$ cat src/rtl/reg_dump_unit_if.sv
// ----------------------------------------------------------------------------
// reg_dump_unit_if
//   Bundles the signals between the register dump unit and its environment:
//   the debug-unit request/status pair, the register-file read port and the
//   UART transmitter handshake.
//
//   Parameters
//     width  : register word width in bits (multiple of 8)
//     length : number of registers walked by a dump
//     NB     : register address width
//
//   Signals
//     start            debug unit -> dump unit   one-cycle dump request
//     busy             dump unit  -> debug unit  dump in progress
//     done             dump unit  -> debug unit  one-cycle completion pulse
//     rf_read_register dump unit  -> reg file    read address
//     rf_read_data     reg file   -> dump unit   read data (1-cycle latency)
//     tx_data          dump unit  -> UART        byte to transmit
//     tx_start         dump unit  -> UART        one-cycle latch strobe
//     tx_done          UART       -> dump unit   one-cycle byte-sent pulse
//
//   Modports
//     master : the dump unit side
//     slave  : the environment side (debug unit, register file, UART)
// ----------------------------------------------------------------------------
interface reg_dump_unit_if #(
   parameter int width  = 32,
   parameter int length = 32,
   parameter int NB     = $clog2(length)
) ();
   logic              start;
   logic              busy;
   logic              done;
   logic [NB-1:0]     rf_read_register;
   logic [width-1:0]  rf_read_data;
   logic [7:0]        tx_data;
   logic              tx_start;
   logic              tx_done;

   modport master (
      input  start,
      input  rf_read_data,
      input  tx_done,
      output rf_read_register,
      output tx_data,
      output tx_start,
      output busy,
      output done
   );

   modport slave (
      output start,
      output rf_read_data,
      output tx_done,
      input  rf_read_register,
      input  tx_data,
      input  tx_start,
      input  busy,
      input  done
   );
endinterface

$ cat src/rtl/reg_dump_unit.sv
// ----------------------------------------------------------------------------
// reg_dump_unit
//   Debug-side reader of the register file. A start pulse in IDLE walks
//   register addresses 0..length-1 through one register-file read port,
//   captures each word and sends it to the UART transmitter MSB byte first,
//   one byte per tx_start/tx_done handshake. done pulses once after the last
//   byte has been shifted out.
//
//   Ports
//     clk    : system clock, all state changes on the rising edge
//     rst_n  : asynchronous active-low reset; aborts any dump in progress
//     bus    : reg_dump_unit_if.master (start/busy/done, register-file read
//              port, UART tx handshake)
// ----------------------------------------------------------------------------
module reg_dump_unit #(
   parameter int width  = 32,
   parameter int length = 32,
   parameter int NB     = $clog2(length)
) (
   input  logic             clk,
   input  logic             rst_n,
   reg_dump_unit_if.master  bus
);

   localparam int             BYTES     = width / 8;
   localparam int             BCW       = (BYTES > 1) ? $clog2(BYTES) : 1;
   localparam logic [BCW-1:0] LAST_BYTE = BCW'(BYTES - 1);
   localparam logic [NB-1:0]  LAST_IDX  = NB'(length - 1);

   typedef enum logic [2:0] {
      S_IDLE,
      S_ADDR,
      S_WAIT,
      S_LATCH,
      S_SEND,
      S_WAIT_TX,
      S_FIN
   } state_t;

   state_t           state_q, state_d;
   logic [NB-1:0]    index_q, index_d;
   logic [BCW-1:0]   byte_cnt_q, byte_cnt_d;
   logic [width-1:0] word_buf_q, word_buf_d;
   logic [7:0]       tx_data_q, tx_data_d;
   logic [width-1:0] word_shl;

   logic             tx_start_c;
   logic             busy_c;
   logic             done_c;

   // The word buffer is shifted left one byte per sent byte, so the byte to
   // send next is always in its top 8 bits.
   assign word_shl = word_buf_q << 8;

   // ---------------------------------------------------------------- state
   always_ff @(posedge clk or negedge rst_n) begin
      if (!rst_n) begin
         state_q    <= S_IDLE;
         index_q    <= '0;
         byte_cnt_q <= '0;
         word_buf_q <= '0;
         tx_data_q  <= '0;
      end else begin
         state_q    <= state_d;
         index_q    <= index_d;
         byte_cnt_q <= byte_cnt_d;
         word_buf_q <= word_buf_d;
         tx_data_q  <= tx_data_d;
      end
   end

   // ----------------------------------------------------------- next state
   always_comb begin
      state_d    = state_q;
      index_d    = index_q;
      byte_cnt_d = byte_cnt_q;
      word_buf_d = word_buf_q;
      tx_data_d  = tx_data_q;

      case (state_q)
         S_IDLE: begin
            if (bus.start) begin
               index_d = '0;
               state_d = S_ADDR;
            end
         end

         // index_q drives the read address directly and only changes on the
         // way into ADDR, so the address is stable through WAIT and LATCH.
         S_ADDR:  state_d = S_WAIT;

         // Covers the register file's registered read.
         S_WAIT:  state_d = S_LATCH;

         // tx_data is loaded on entry to SEND so it is already valid in the
         // cycle the UART sees tx_start.
         S_LATCH: begin
            word_buf_d = bus.rf_read_data;
            tx_data_d  = bus.rf_read_data[width-1 -: 8];
            byte_cnt_d = '0;
            state_d    = S_SEND;
         end

         S_SEND:  state_d = S_WAIT_TX;

         // Only this state consumes tx_done; a tx_done coincident with
         // tx_start (SEND) or arriving anywhere else is ignored.
         S_WAIT_TX: begin
            if (bus.tx_done) begin
               if (byte_cnt_q != LAST_BYTE) begin
                  byte_cnt_d = byte_cnt_q + 1'b1;
                  word_buf_d = word_shl;
                  tx_data_d  = word_shl[width-1 -: 8];
                  state_d    = S_SEND;
               end else if (index_q != LAST_IDX) begin
                  index_d = index_q + 1'b1;
                  state_d = S_ADDR;
               end else begin
                  state_d = S_FIN;
               end
            end
         end

         S_FIN:   state_d = S_IDLE;

         default: state_d = S_IDLE;
      endcase
   end

   // -------------------------------------------------------------- outputs
   always_comb begin
      tx_start_c = 1'b0;
      busy_c     = 1'b0;
      done_c     = 1'b0;
      case (state_q)
         S_ADDR, S_WAIT, S_LATCH, S_WAIT_TX: busy_c = 1'b1;
         S_SEND: begin
            busy_c     = 1'b1;
            tx_start_c = 1'b1;
         end
         S_FIN:   done_c = 1'b1;
         default: ;
      endcase
   end

   assign bus.rf_read_register = index_q;
   assign bus.tx_data          = tx_data_q;
   assign bus.tx_start         = tx_start_c;
   assign bus.busy             = busy_c;
   assign bus.done             = done_c;

endmodule

$ cat src/flat_wrapper.sv
// flat-port wrapper written by rule: the top's interface ports become plain ports
module reg_dump_unit_flat 
#(
   parameter int width  = 32,
   parameter int length = 32,
   parameter int NB     = $clog2(length)
)
  (clk, rst_n, bus_start, bus_rf_read_data, bus_tx_done, bus_rf_read_register, bus_tx_data, bus_tx_start, bus_busy, bus_done);
  reg_dump_unit_if #(.width(width), .length(length), .NB(NB)) bus_i ();
  input  logic clk;
  input  logic rst_n;
  input wire logic [$bits(bus_i.start)-1:0] bus_start;
  input wire logic [$bits(bus_i.rf_read_data)-1:0] bus_rf_read_data;
  input wire logic [$bits(bus_i.tx_done)-1:0] bus_tx_done;
  output wire logic [$bits(bus_i.rf_read_register)-1:0] bus_rf_read_register;
  output wire logic [$bits(bus_i.tx_data)-1:0] bus_tx_data;
  output wire logic [$bits(bus_i.tx_start)-1:0] bus_tx_start;
  output wire logic [$bits(bus_i.busy)-1:0] bus_busy;
  output wire logic [$bits(bus_i.done)-1:0] bus_done;
  assign bus_i.start = bus_start;
  assign bus_i.rf_read_data = bus_rf_read_data;
  assign bus_i.tx_done = bus_tx_done;
  assign bus_rf_read_register = bus_i.rf_read_register;
  assign bus_tx_data = bus_i.tx_data;
  assign bus_tx_start = bus_i.tx_start;
  assign bus_busy = bus_i.busy;
  assign bus_done = bus_i.done;
  reg_dump_unit #(.width(width), .length(length), .NB(NB)) u_core (.clk(clk), .rst_n(rst_n), .bus(bus_i));
endmodule
$ cat config.mk
export PLATFORM = sky130hd
export DESIGN_NAME = reg_dump_unit_flat
export DESIGN_NICKNAME = d
export VERILOG_FILES = /design/src/rtl/reg_dump_unit_if.sv /design/src/rtl/reg_dump_unit.sv /design/src/flat_wrapper.sv
export SDC_FILE = /design/constraint.sdc
export NUM_CORES = 1
export LEC_CHECK = 0
export BUFFER_PORTS_ARGS = -buffer_cell sky130_fd_sc_hd__buf_2
export CORE_MARGIN = 4
export CORE_UTILIZATION = 34
export DETAILED_ROUTE_END_ITERATION = 10
export GPL_TIMING_DRIVEN = 0
export PLACE_DENSITY = 0.66
export SLEW_MARGIN = 20
export SYNTH_ARGS = -nofsm -noshare
export SYNTH_HDL_FRONTEND = slang
export SYNTH_SLANG_ARGS = --single-unit
export TNS_END_PERCENT = 20
$ cat constraint.sdc
create_clock -name clk -period 4.3 [get_ports clk]
set_input_delay 0.86 -clock clk [delete_from_list [all_inputs] [get_ports clk]]
set_output_delay 0.86 -clock clk [all_outputs]
set_load 0.05 [all_outputs]
# Yosys cells after proc, flatten, opt, wreduce, memory -nomap -nowiden
# Cells that the tools add are included.
[classes] addsub=2 eq_ne=13 mux=22 n_reduce_logical=7
[ops] op="2-to-1 mux 24 bit" count=2
[ops] op="one-hot mux 24 bit (2 select lines)" count=1
[ops] op="2-to-1 mux 5 bit" count=4
[ops] op="one-hot mux 3 bit (6 select lines)" count=1
[ops] op="2-to-1 mux 8 bit" count=2
[ops] op="one-hot mux 8 bit (2 select lines)" count=1
[ops] op="2-to-1 mux 3 bit" count=4
[ops] op="one-hot mux 5 bit (2 select lines)" count=1
[ops] op="== test 3 bit (second input constant)" count=3
[ops] op="!= test 2 bit (second input constant)" count=4
[ops] op="== test 3 x 2 -> 1 bit (second input constant)" count=2
[ops] op="adder 5 x 1 -> 5 bit (second input constant)" count=1
[ops] op="!= test 5 bit (second input constant)" count=1
[ops] op="AND reduction 5 bit" count=1
[ops] op="OR reduction 5 bit" count=1
[ops] op="2-to-1 mux 2 bit" count=2
[ops] op="!= test 2 x 1 -> 1 bit (second input constant)" count=2
[ops] op="one-hot mux 2 bit (2 select lines)" count=1
[ops] op="nonzero test 2 bit" count=2
[ops] op="== test 3 x 1 -> 1 bit (second input constant)" count=1
[ops] op="zero test 3 bit" count=1
[ops] op="2-to-1 mux 1 bit" count=3
[ops] op="AND reduction 3 bit" count=1
[ops] op="adder 2 x 1 -> 2 bit (second input constant)" count=1
[ops] op="AND reduction 2 bit" count=1
[totals] register_bits=42 in_bits=36 out_inout_bits=16 elab_cells=49

# Depth between registers and ports, before layout
[depth] depth_word=5 mapped_depth=6 ltp_nobuf=6

# Worst setup path after synthesis
# OpenSTA, ideal clock, no wires.
[synth_path] path_kind="register to output" startpoint="register u_core.state_q[0]" endpoint="output bus_tx_start" arrival_time_ns=1.737 required_time_ns=3.440 slack_ns=1.703 stages_incl_launch_ff=3 n_path_buf=1 path_cell_list="dfrtp_1 clkbuf_1 nor3b_1"
[synth_between] elab_chain_cells=2
[synth_lines] element="start: declaration" line="reg_dump_unit.sv:40" source="state_t state_q, state_d;"
[synth_lines] element="start signal: assignment" line="reg_dump_unit.sv:64" source="state_q <= state_d;"
[synth_lines] element="== test 3 bit" line="reg_dump_unit.sv:135" source="case (state_q)"
[synth_lines] element="2-to-1 mux 1 bit" line="reg_dump_unit.sv:135"
[synth_lines] element="end: declaration" line="flat_wrapper.sv:17" source="output wire logic [$bits(bus_i.tx_start)-1:0] bus_tx_start;"
# No other way between the ends.

# Final worst setup path
[layout_path] startpoint="register u_core.state_q[0]" endpoint="output bus_busy"
[layout_between] elab_chain_cells=3 word_cells_on_any_way=7 classes_between="eq/ne (5); mux (1); reduce/logical (1)"
[layout_lines] element="== test 3 x 1 -> 1 bit (tied with other cells)" line="reg_dump_unit.sv:135"
[layout_lines] element="OR reduction 5 bit (no line) *"
[layout_lines] element="2-to-1 mux 1 bit *" line="reg_dump_unit.sv:135"
[layout_lines] element="end: declaration" line="flat_wrapper.sv:18" source="output wire logic [$bits(bus_i.busy)-1:0] bus_busy;"
# Every way passes the cells marked *; elsewhere a longest branch is shown, timed or not.

==> out/qor.csv <==
metric,value,unit
crit_path_max_fanout,10,
drt-vias-per-instance,4.713,
ant_nets,0,
p_switching,0.6883,mW
path_cells,clkbuf_1 -> nor3_1 -> a21oi_1 -> buf_2,
io_pins,52,
p_leak,1.333,nW
post-cts-setup-buffer-count,0,
drc_errors,0,
layout.nets,258,
status,finished clean,
p_seq_share,34.7,%
cts_tree,built,
maxSlewHeadroom,37.57,%
synth.cell_area,0.002255,mm²
drt_wl_total,4313,µm
peakVddDrop,0.3680,mV
grt_pass1_vias,1492,
die_h,89.44,µm
htree_levels,2,
clock_latency,300,ps
diodes,0,
wire_per_inst,14.57,µm
skew,9.925,ps
portBuffers,51,
final_cells,296,
p_int,1.211,mW
maxCapViolCount,0,
yosysWarnings,0,
synthCells,160,
synth_seq_area_share,46.61,%
place_area,0.002606,mm²
drive_above_1_share,53.88,%
finalPower,1.899,mW
cts_num_sinks,42,
start_util,35.31,%
crit_path_end_kind,primary output,
fmax,0.4204,GHz
dp_hpwl,3241,µm
slew_viol_final,0,
cpPeakStageDelay,340,ps
cts_resized,0,
reg2reg_from,u_core.byte_cnt_q[0],
die_area,0.007999,mm²
arrival,1520,ps
rsz0062_at_grt,no,
clk_pin_slew_worst_paths,80,ps
setup_tns,0,ps
numCtsBuffers,5,
combPwrFrac,48.7,%
drtPass1Iterations,4,
power_density,699.1,mW/mm²
avgSynthCellArea,14.09,µm²
antenna_found_initial,0,
track_usage,11.70,%
final_cell_area,0.002716,mm²
ys_ff_latch,42,
finalCritPeriodShare,55.32,%
overflow,0,
grt_max_degree,43,
worst_path_max_delay_cell,dfrtp_1,
core_area,0.006386,mm²
final_common_cell,buf_2,
area_delta_synth_final,20.48,%
worstHoldPathType,reg2reg,
crit_type,reg2out,
drt-initial-drc-count,45,
synthesis.nets,200,
hold_start,u_core.word_buf_q[7],
power.share.switching,36.25,%
final_hold_viol_count,0,
cts_hold_buf,0,
startpoint_type,flip-flop,
gp_congestion,0.7322,
vias,1395,
critPathRequiredTime,3440,ps
fin_crit,2379,ps
grt_first_pass_wirelength,7100,µm
setup_viol,0,
root_buffer,clkbuf_8,
dp.cells,288,
synth_cell_types,32,
power.clock.fraction,16.6,%
die_w,89.44,µm
cp-startpoint,u_core.state_q[0],
cts_buffer_depth,2,
final_cell_mix,"buf_2 (54), dfrtp_1 (42), mux2_4 (40), a22o_1 (9), mux2_2 (9)",
worstMarginPinSlew,936.4,ps
core.rowCount,29,
## metrics by stage
step / setup slack [ps] / util [%] / hold slack [ps]
2_1_floorplan: 1703 / - / 467.3
3_3_place_gp: 2006 / 40.81 / 490.2
3_5_place_dp: 2010 / 40.81 / 488.7
4_1_cts: 1890 / 42.54 / 514.9
5_1_grt: 1778 / 42.54 / 536.5
6_report: 1921 / 42.54 / 507.7
## registers in the layout (all words and copies together) (netlist names)
name,count
u_core.word_buf_q,24
u_core.bus.tx_data,8
u_core.bus.rf_read_register,5
u_core.state_q,3
u_core.byte_cnt_q,2
## cell usage after synthesis
library cell | instances | share of area [%]
nor2b_1 | 3 | 0.83
nand2_1 | 5 | 0.83
nor3b_1 | 1 | 0.33
and4bb_2 | 1 | 0.55
a31o_2 | 1 | 0.39
and2_1 | 1 | 0.28
mux2i_1 | 3 | 1.3
a221oi_1 | 1 | 0.39
nor3_1 | 2 | 0.44
nor2_1 | 1 | 0.17
and3_1 | 2 | 0.55
o21ai_1 | 1 | 0.22
o21ai_0 | 2 | 0.44
clkbuf_1 | 2 | 0.33
xnor2_1 | 1 | 0.39
and3b_1 | 2 | 0.78
buf_12 | 2 | 1.8
dfrtp_1 | 42 | 47
mux2_4 | 40 | 27
buf_2 | 3 | 0.67
o21a_1 | 1 | 0.33
a31oi_1 | 4 | 1.1
nand2b_1 | 2 | 0.55
inv_1 | 6 | 1.0
buf_6 | 2 | 1.0
nand3_1 | 3 | 0.67
buf_4 | 2 | 0.67
a21oi_1 | 1 | 0.22
o22ai_1 | 1 | 0.28
mux2_2 | 9 | 4.5
a22o_1 | 9 | 3.5
ha_1 | 4 | 2.2
## metal layers
layer	track usage, %	wire (µm)	part of all wire [%]
met1	16.11	2068	48
met2	17.88	1961	45
met3	3.226	243	5.6
met4	3.654	40	0.93
met5	0	0	0
## worst max-delay path: cells and delay by family (launching register included)
family / cells / cell delay [ps]
AO/OA/AOI/OAI: 1 / 140
buffers and inverters: 2 / 620
flip-flops: 1 / 340
AND/OR/NAND/NOR: 1 / 140
## power by group through the flow
| stage | combinational, mW | clock (mW) | sequential, mW |
|---|---|---|---|
| after floorplan | 0.641 | 0 | 0.783 |
| after global placement | 0.920 | 0 | 0.663 |
| after detailed placement | 0.933 | 0 | 0.670 |
| after CTS | 0.936 | 0.325 | 0.663 |
| after global routing | 0.988 | 0.341 | 0.685 |
| final | 0.925 | 0.315 | 0.659 |
## worst paths after layout
path,to,slack (ps),depth (start not counted)
min,u_core.word_buf_q[7],510,1
min in group asynchronous,u_core.bus.rf_read_register[0],700,1
max in group asynchronous,u_core.word_buf_q[8],3010,1
min reg2reg,u_core.word_buf_q[7],510,1
max reg2reg,u_core.word_buf_q[22],2300,6
max,bus_busy,1920,4
## kinds of logic after synthesis
kind of cell	after synthesis	share of synthesized area [%]
mux	52	32.46
flops	42	46.61
simple gates	23	5.993
compound gates	21	6.881
buf+inv	17	5.438
fa+ha+maj	4	2.220
xor+xnor	1	0.3885
## cell type report
| cell class | count | area [µm²] |
|---|---|---|
| multi-input combinational | 101 | 1081 |
| buffer | 11 | 100.1 |
| sequential | 42 | 1051 |
| tap | 77 | 96.34 |
| inverter | 6 | 22.52 |
| timing repair buffer | 51 | 255.2 |
| clock inverter | 2 | 37.54 |
| fill | 614 | 3670 |
| clock buffer | 6 | 72.57 |
Note: power is estimated with default switching activity, not from simulation.
